<file path="src/rtl/stepper_phase_gen.sv">
`default_nettype none
// ============================================================================
// Module   : stepper_phase_gen
// Purpose  : Ramped stepper coil phase generator (full/half step).
// Revision : 1.0 - initial release
// ============================================================================
module stepper_phase_gen #(
  parameter int BASE_DIV   = 250000,
  parameter int DIV_STEP   = 15000,
  parameter int RAMP_STEPS = 8,
  parameter int HALF_STEP  = 0
) (
  input  logic       clk,
  input  logic       rstn,
  input  logic       startsig,
  input  logic       directsig,
  input  logic [3:0] speed,
  output logic [3:0] stepmotor,
  output logic       running,
  output logic       step_pulse,
  output logic [3:0] cur_speed
);

  localparam int CW = $clog2(BASE_DIV + 1);

  typedef enum logic [1:0] {
    S_IDLE    = 2'd0,
    S_RUN     = 2'd1,
    S_DECEL   = 2'd2,
    S_REVERSE = 2'd3
  } state_t;

  state_t          r_state;
  logic [2:0]      r_phase;
  logic            r_dir;
  logic [CW-1:0]   r_cnt;
  logic [7:0]      r_ramp;

  logic [CW-1:0]   w_period;
  logic            w_boundary;
  logic [2:0]      w_phase_adv;
  logic [3:0]      w_target;
  logic [3:0]      w_speed_nxt;
  logic [7:0]      w_ramp_nxt;

  function automatic logic [3:0] f_pattern(input logic [2:0] idx);
    logic [3:0] pat;
    pat = 4'b0000;
    if (HALF_STEP != 0) begin
      case (idx)
        3'd0:    pat = 4'b0001;
        3'd1:    pat = 4'b0011;
        3'd2:    pat = 4'b0010;
        3'd3:    pat = 4'b0110;
        3'd4:    pat = 4'b0100;
        3'd5:    pat = 4'b1100;
        3'd6:    pat = 4'b1000;
        default: pat = 4'b1001;
      endcase
    end else begin
      case (idx[1:0])
        2'd0:    pat = 4'b0011;
        2'd1:    pat = 4'b0110;
        2'd2:    pat = 4'b1100;
        default: pat = 4'b1001;
      endcase
    end
    return pat;
  endfunction

  // Period is recomputed every cycle; >= lets a shortened period fire at once.
  assign w_period   = CW'(BASE_DIV - int'(cur_speed) * DIV_STEP);
  assign w_boundary = (r_cnt >= (w_period - CW'(1)));
  assign w_target   = (r_state == S_RUN) ? speed : 4'd0;
  assign running    = (r_state != S_IDLE);

  always_comb begin
    w_phase_adv = r_dir ? (r_phase + 3'd1) : (r_phase - 3'd1);
    if (HALF_STEP == 0) begin
      w_phase_adv[2] = 1'b0;
    end
  end

  always_comb begin
    w_speed_nxt = cur_speed;
    w_ramp_nxt  = 8'd0;
    if (cur_speed != w_target) begin
      if (r_ramp == 8'(RAMP_STEPS - 1)) begin
        w_speed_nxt = (w_target > cur_speed) ? (cur_speed + 4'd1) : (cur_speed - 4'd1);
      end else begin
        w_ramp_nxt = r_ramp + 8'd1;
      end
    end
  end

  always_ff @(posedge clk or negedge rstn) begin
    if (!rstn) begin
      r_state    <= S_IDLE;
      r_phase    <= 3'd0;
      r_dir      <= 1'b0;
      r_cnt      <= '0;
      r_ramp     <= 8'd0;
      stepmotor  <= 4'b0000;
      step_pulse <= 1'b0;
      cur_speed  <= 4'd0;
    end else begin
      step_pulse <= 1'b0;
      if (r_state == S_IDLE) begin
        r_cnt     <= '0;
        r_ramp    <= 8'd0;
        cur_speed <= 4'd0;
        stepmotor <= startsig ? f_pattern(r_phase) : 4'b0000;
        if (startsig) begin
          r_dir   <= directsig;
          r_state <= S_RUN;
        end
      end else begin
        if (w_boundary) begin
          r_cnt      <= '0;
          r_phase    <= w_phase_adv;
          step_pulse <= 1'b1;
          cur_speed  <= w_speed_nxt;
          r_ramp     <= w_ramp_nxt;
          stepmotor  <= f_pattern(w_phase_adv);
        end else begin
          r_cnt     <= r_cnt + CW'(1);
          stepmotor <= f_pattern(r_phase);
        end

        case (r_state)
          S_RUN: begin
            if (!startsig) begin
              r_state <= S_DECEL;
            end else if (directsig != r_dir) begin
              r_state <= S_REVERSE;
            end
          end
          S_DECEL: begin
            if (startsig) begin
              r_state <= S_RUN;
            end else if (w_boundary && (w_speed_nxt == 4'd0)) begin
              r_state   <= S_IDLE;
              stepmotor <= 4'b0000;
            end
          end
          S_REVERSE: begin
            if (!startsig) begin
              r_state <= S_DECEL;
            end else if (w_boundary && (w_speed_nxt == 4'd0)) begin
              r_dir   <= ~r_dir;
              r_state <= S_RUN;
            end
          end
          default: r_state <= S_IDLE;
        endcase
      end
    end
  end

endmodule
`default_nettype wire
</file>
<file path="config.mk">
export PLATFORM = sky130hd
export DESIGN_NAME = stepper_phase_gen
export DESIGN_NICKNAME = d
export VERILOG_FILES = /design/src/rtl/stepper_phase_gen.sv
export SDC_FILE = /design/constraint.sdc
export NUM_CORES = 1
export LEC_CHECK = 0
export CAP_MARGIN = 0
export CORE_AREA = 2 2 80 82
export CTS_CLUSTER_SIZE = 10
export DETAILED_ROUTE_END_ITERATION = 16
export DIE_AREA = 0 0 82 84
export PLACE_DENSITY = 0.91
export SKIP_LAST_GASP = 1
export SLEW_MARGIN = 0
export SYNTH_ARGS = -nofsm -noshare
export SYNTH_HDL_FRONTEND = slang
export SYNTH_SLANG_ARGS = --single-unit
</file>
<file path="constraint.sdc">
create_clock -name clk -period 6.3 [get_ports clk]
set_input_delay 1.89 -clock clk [delete_from_list [all_inputs] [get_ports clk]]
set_output_delay 1.89 -clock clk [all_outputs]
set_load 0.005 [all_outputs]
</file>
==> out/metrics.yaml, run 1 <==
sta:
  clock_skew_ns: 0.006028
  slew_violations: 0
  rsz0062_at_grt: "false"
  setup_viol: 0
  fin_setup_tns_ns: 0
  setup_ws_ns: 0.6027
  period_needed_ns: 5.697
  hold_viol_final: 0
  max-slew-margin-rel_pct: 41.97
  max_freq_mhz: 175.5
  worst_slew_pin_slew_ns: 0.8705
  period_share_pct: 90.43
logic_synthesis:
  synth_nets: 476
  synth-seq-cells: 40
  synth_flop_cell: "dfrtp_1"
  synthesis.area_um2: 3610
  synth_area_per_cell_um2: 8.913
  async_reset_ff_share_pct: 100.0
  synth-seq-area-share_pct: 27.73
  synth_edf_count: 0
  synth_cells: 405
  ys_types: 59
  synth_warnings: 0
cells_and_area:
  final_cell_mix: "ha_1 (60), nor2_1 (41), dfrtp_1 (40)"
  n_antenna_cell: 0
  seq_area_um2: 1001
  nets: 494
  final_common_cell: "ha_1"
  final_cell_area_um2: 3959
  multi_input_area_um2: 2487
  area_delta_synth_final_pct: 9.671
  drive_gt1_share_pct: 4.953
  nFillCells: 478
clock_network:
  htreeDepth: 2
  cts_tree: "built"
  cts_inserted_buffers: 5
  cts_resized: 0
  clkTransAtPathRegs_ns: 0.08
  post_cts_buffers: 0
  cts_root_buffer: "clkbuf_8"
  numClockSinks: 40
  cts_buffer_depth: 2
  insertion_delay_ns: 0.30
  holdBufCountCts: 0
floorplanning:
  core.rowCount: 29
  die_area_um2: 6888
  coreArea_um2: 6096
  ioPinCount: 18
  die_h_um: 84
  start_util_pct: 59.22
  die_w_um: 82
grt:
  grt_first_pass_wirelength_mm: 12.98
  grt_usage_pct: 23.36
  grt_antenna_before_repair: 0
  grt_pass1_vias: 3015
  overflow: 0
  grt_start_max_net_pins: 41
detailed_routing:
  avgRoutedWirePerCell_um: 14.42
  drtIter0Drc: 144
  vias: 2941
  firstDrtPassIters: 4
  drc: 0
  antenna_left: 0
  via_per_inst: 5.870
  wirelength_mm: 7.223
critical_path:
  cp-start-kind: "register"
  critical_path_class: "register to register"
  worstPathRequired_ns: 6.51
  end_kind: "register"
  worstPathArrival_ns: 5.91
  timing.rr.start: "cur_speed[2]"
  crit_start: "cur_speed[2]"
  crit_fanout: 21
pwr:
  p_clk_share_pct: 26.0
  ir_drop_uv: 207.5
  p_int_mw: 0.5331
  swShare_pct: 36.07
  p_sw_mw: 0.3008
  power_frac_comb_pct: 37.0
  power_frac_seq_pct: 37.0
  leakagePower_nw: 1.966
  power_density_nw_per_um2: 210.6
min_path:
  hold_class: "register to register"
  worstHoldStart: "r_cnt[0]"
place:
  pre_cts_ws_ns: 0.6644
  placed_cell_area_um2: 3844
  io_buffers: 17
  hpwl_mm: 5.622
  gp_congestion: 0.8743
run:
  drv_cap: 0
run_status:
  status: "complete, no violations"
-- power by group through the flow --
| stage | clock network (mW) | logic [mW] | registers, mW |
|---|---|---|---|
| 2_1_floorplan | 0 | 0.226 | 0.308 |
| 3_3_place_gp | 0 | 0.299 | 0.312 |
| 3_5_place_dp | 0 | 0.310 | 0.313 |
| 4_1_cts | 0.221 | 0.312 | 0.309 |
| 5_1_grt | 0.231 | 0.356 | 0.313 |
| 6_report | 0.217 | 0.309 | 0.309 |
-- state kept, by name, summed over array words and instances (netlist names) --
name and count:
cur_speed 4, r_cnt 18, r_ramp 8, step_pulse 1, r_phase 2, stepmotor 4
r_state 2, r_dir 1
-- worst max-delay path: stages (launching register included) --
cell and delay (ns):
dfrtp_1 0.57, inv_1 0.19, ha_1 0.26, ha_1 0.18, or2_2 0.27, ha_1 0.38, nand4_1 0.15, a21oi_1 0.19
nor2_1 0.06, o21ai_1 0.24, xor2_1 0.31, o21a_1 0.21, nand3_1 0.10, xnor2_1 0.16, ha_1 0.29, a211oi_1 0.25
nand2_1 0.10, o32ai_1 0.28, a31o_1 0.44, nand2_1 0.10, buf_4 0.22, a21boi_1 0.18, or3_1 0.38, o31ai_1 0.06
-- cell usage after synthesis (2+ instances only) --
library cell / count / share of area (%)
a21boi_1: 2 / 0.42
xor2_1: 27 / 6.6
a21oi_1: 19 / 2.6
dfrtp_1: 40 / 28
nand4_1: 7 / 1.2
a21o_1: 4 / 0.83
and3_1: 11 / 1.9
nor2_1: 41 / 4.3
o21ai_1: 9 / 1.2
nand2_1: 33 / 3.4
or3_1: 2 / 0.35
o31ai_1: 3 / 0.62
and4_1: 2 / 0.49
o22ai_1: 3 / 0.52
a31oi_1: 2 / 0.35
inv_1: 22 / 2.3
ha_1: 60 / 21
fa_1: 3 / 1.7
nor3_2: 2 / 0.55
o21ai_2: 3 / 0.73
nand2b_1: 4 / 0.69
o21a_1: 3 / 0.62
nor3_1: 6 / 0.83
xnor2_1: 22 / 5.3
and2_1: 3 / 0.52
clkbuf_1: 5 / 0.52
o21bai_1: 2 / 0.42
nor2b_1: 2 / 0.35
a211oi_1: 4 / 0.83
o211ai_1: 2 / 0.42
o21ai_0: 11 / 1.5
nand3_1: 18 / 2.5
nor2_2: 2 / 0.35
-- metrics by stage --
stage / cells / total power, mW / hold slack (ns) / util (%)
after floorplan: 405 / 0.5342 / 0.4329 / -
after global placement: 493 / 0.6108 / 0.4461 / 63.05
after detailed placement: 493 / 0.6231 / 0.4520 / 63.05
after CTS: 501 / 0.8418 / 0.4639 / 64.94
after global routing: 501 / 0.9001 / 0.4958 / 64.94
final: 501 / 0.8339 / 0.4597 / 64.94
-- layer usage --
layer / up-vias / global-route usage, % / routed length (um)
li1: 1465 / - / -
met1: 1406 / 30.58 / 3320
met2: 49 / 38.58 / 3581
met3: 21 / 4.004 / 155
met4: 0 / 7.727 / 165
met5: - / 0 / 0
-- area by class of cell --
type | instances | share of cell area, %
well taps | 77 | 2.434
flip-flops and latches | 40 | 25.28
clock inverters | 3 | 1.169
clock buffers | 5 | 1.738
repair buffers | 18 | 4.362
inverters | 23 | 2.181
multi-input cells | 335 | 62.83
-- final timing paths --
check | slack, ns | cells after the start | endpoint
worst max register to register | 0.60 | 23 | stepmotor[1]
min in group asynchronous | 1.70 | 1 | r_cnt[15]
worst min-delay path | 0.46 | 1 | r_cnt[0]
max in group asynchronous | 4.05 | 1 | r_cnt[5]
worst min register to register | 0.46 | 1 | r_cnt[0]
worst max-delay path | 0.60 | 23 | stepmotor[1]
-- logic make-up (layout without fill, tap and decap cells) --
| group | Yosys count | in the layout | share of synthesized area [%] |
|---|---|---|---|
| AND/OR/NAND/NOR | 142 | 142 | 19.48 |
| AO/OA/AOI/OAI | 79 | 79 | 14.18 |
| adder cells (fa/ha/maj) | 63 | 63 | 22.46 |
| XOR/XNOR | 50 | 50 | 12.51 |
| flip-flops | 40 | 40 | 27.73 |
| buffers and inverters | 30 | 49 | 3.362 |
| multiplexers | 1 | 1 | 0.2773 |
(Power assumes the default switching activity.)
==> inputs of run 2 (changes only) <==
--- a/config.mk
+++ b/config.mk
@@ -10,6 +10,7 @@
 export CTS_CLUSTER_SIZE = 10
 export DETAILED_ROUTE_END_ITERATION = 16
 export DIE_AREA = 0 0 82 84
+export GPL_TIMING_DRIVEN = 0
 export PLACE_DENSITY = 0.91
 export SKIP_LAST_GASP = 1
 export SLEW_MARGIN = 0
==> constraint.sdc (replaced) <==
create_clock -name clk -period 6.3 [get_ports clk]
set_input_delay 1.26 -clock clk [delete_from_list [all_inputs] [get_ports clk]]
set_output_delay 1.26 -clock clk [all_outputs]
set_load 0.005 [all_outputs]
==> run 2 against run 1 <==
Net effect:
- fmax rose by 4.0%
- sequential share of layout area fell by 0.17 points
- critical path type unchanged
- cell count rose by 1.2%
- sequential cell count did not move
- worst setup slack improved by 0.22 ns
- critical path depth fell by 1
- first-iteration DRC count fell by 22%
- power rose by 1.6%
- routed wire length rose by 5.6%
- highest routed layer unchanged
==> out/metrics.yaml, run 2 (synthesis results as in run 1) <==
pwr:
  p_sw_mw: 0.3142
  p_int_mw: 0.5327
  ir_drop_uv: 204.8
  swShare_pct: 37.10
  p_clk_share_pct: 26.4
  power_density_nw_per_um2: 212.5
  power_frac_seq_pct: 36.4
  power_frac_comb_pct: 37.2
  total_power_mw: 0.8469
  leakagePower_nw: 1.975
detailed_routing:
  firstDrtPassIters: 4
  drc: 0
  wirelength_mm: 7.631
  drt-met1-wl_mm: 3.178
  antenna_left: 0
  dr_wl_met2_mm: 4.100
  wl_met3_um: 240
  vias: 2983
  top_layer: "met4"
  avgRoutedWirePerCell_um: 15.05
  via_per_inst: 5.884
  drtIter0Drc: 113
clock_network:
  cts_tree: "built"
  clkTransAtPathRegs_ns: 0.09
  cts_resized: 0
  post_cts_buffers: 0
  cts_buffer_depth: 2
  insertion_delay_ns: 0.31
  cts_inserted_buffers: 5
  numClockSinks: 40
  cts_root_buffer: "clkbuf_8"
  holdBufCountCts: 0
  htreeDepth: 2
cells_and_area:
  final_cell_mix: "ha_1 (60), nor2_1 (41), dfrtp_1 (40)"
  nFillCells: 487
  regMostFlops: "r_cnt"
  reg_top3: "r_cnt x18, r_ramp x8"
  nets: 500
  final_common_cell: "ha_1"
  n_antenna_cell: 0
  multi_input_area_um2: 2487
  largest_register_ffs: 18
  area_delta_synth_final_pct: 10.43
  instances_no_fill: 507
  drive_gt1_share_pct: 5.116
  seq_area_um2: 1001
critical_path:
  critical_path_class: "register to register"
  cp-start-kind: "register"
  worstPathArrival_ns: 5.70
  end_kind: "register"
  timing.rr.start: "cur_speed[2]"
  crit_fanout: 10
  worstPathRequired_ns: 6.52
  crit_start: "cur_speed[2]"
sta:
  rsz0062_at_grt: "false"
  max_freq_mhz: 182.5
  setup_viol: 0
  period_share_pct: 86.96
  max-slew-margin-rel_pct: 41.03
  slew_violations: 0
  hold_viol_final: 0
  hold_slack_ns: 0.4773
  clock_skew_ns: 0.01012
  period_needed_ns: 5.478
  fin_setup_tns_ns: 0
  worst_slew_pin_slew_ns: 0.8846
  setup_ws_ns: 0.8217
run:
  drv_cap: 0
floorplanning:
  die_area_um2: 6888
  core.rowCount: 29
  coreArea_um2: 6096
  die_h_um: 84
  ioPinCount: 18
  die_w_um: 82
  start_util_pct: 59.22
place:
  gp_congestion: 0.8176
  pre_cts_ws_ns: 0.9256
  hpwl_mm: 5.890
  dpl.cell_count: 499
  io_buffers: 17
grt:
  grt_pass1_vias: 3056
  grt_first_pass_wirelength_mm: 13.08
  grt_usage_pct: 23.68
  overflow: 0
  grt_antenna_before_repair: 0
  grt_start_max_net_pins: 41
min_path:
  hold_class: "register to register"
  worstHoldStart: "r_cnt[0]"
run_status:
  status: "complete, no violations"
-- run 2: power groups by stage --
| stage | Combinational [mW] | Sequential (mW) | Clock [mW] |
|---|---|---|---|
| floorplan | 0.226 | 0.308 | 0 |
| finish | 0.315 | 0.308 | 0.224 |
| detailed placement | 0.312 | 0.313 | 0 |
| CTS | 0.315 | 0.308 | 0.225 |
| global route | 0.351 | 0.312 | 0.235 |
| global placement | 0.295 | 0.311 | 0 |
-- run 2: per-layer routing --
metal / global-route usage [%] / up-vias
met2: 43.90 / 63
met1: 27.47 / 1433
li1: - / 1473
met5: 0 / -
met3: 3.355 / 14
met4: 6.667 / 0
-- run 2: layout make-up --
cell class	instances	share of cell area, %
Tap cell	77	2.417
Sequential cell	40	25.11
Buffer	7	0.8788
Timing Repair Buffer	17	4.143
Inverter	23	2.166
Clock inverter	3	1.161
Multi-Input combinational cell	335	62.40
Clock buffer	5	1.726
-- run 2: stage by stage --
| step | utilization [%] | instance area (um2) |
|---|---|---|
| finish | 65.39 | 3986 |
| floorplan | - | 3610 |
| detailed placement | 63.51 | 3871 |
| CTS | 65.39 | 3986 |
| global route | 65.39 | 3986 |
| global placement | 63.59 | 3876 |
-- run 2: critical path, cell delays in order, from the launching register on --
cell	delay (ns)
dfrtp_1	0.58
inv_1	0.21
ha_1	0.28
ha_1	0.18
or2_2	0.27
ha_1	0.38
nand4_1	0.16
a21oi_1	0.20
nor2_1	0.07
o21ai_1	0.26
xor2_1	0.31
o21a_1	0.22
nand3_1	0.10
xnor2_1	0.16
ha_1	0.30
a211oi_1	0.27
nand2_1	0.12
o32ai_1	0.35
a31o_1	0.25
nand2_1	0.12
a21boi_1	0.18
or3_1	0.37
o31ai_1	0.07
-- run 2: final timing paths --
path / end / slack, ns / depth (start not counted)
max: stepmotor[1] / 0.82 / 22
min: r_cnt[0] / 0.48 / 1
max reg2reg: stepmotor[1] / 0.82 / 22
min reg2reg: r_cnt[0] / 0.48 / 1
max in group asynchronous: r_ramp[2] / 4.68 / 1
min in group asynchronous: r_cnt[12] / 1.06 / 1
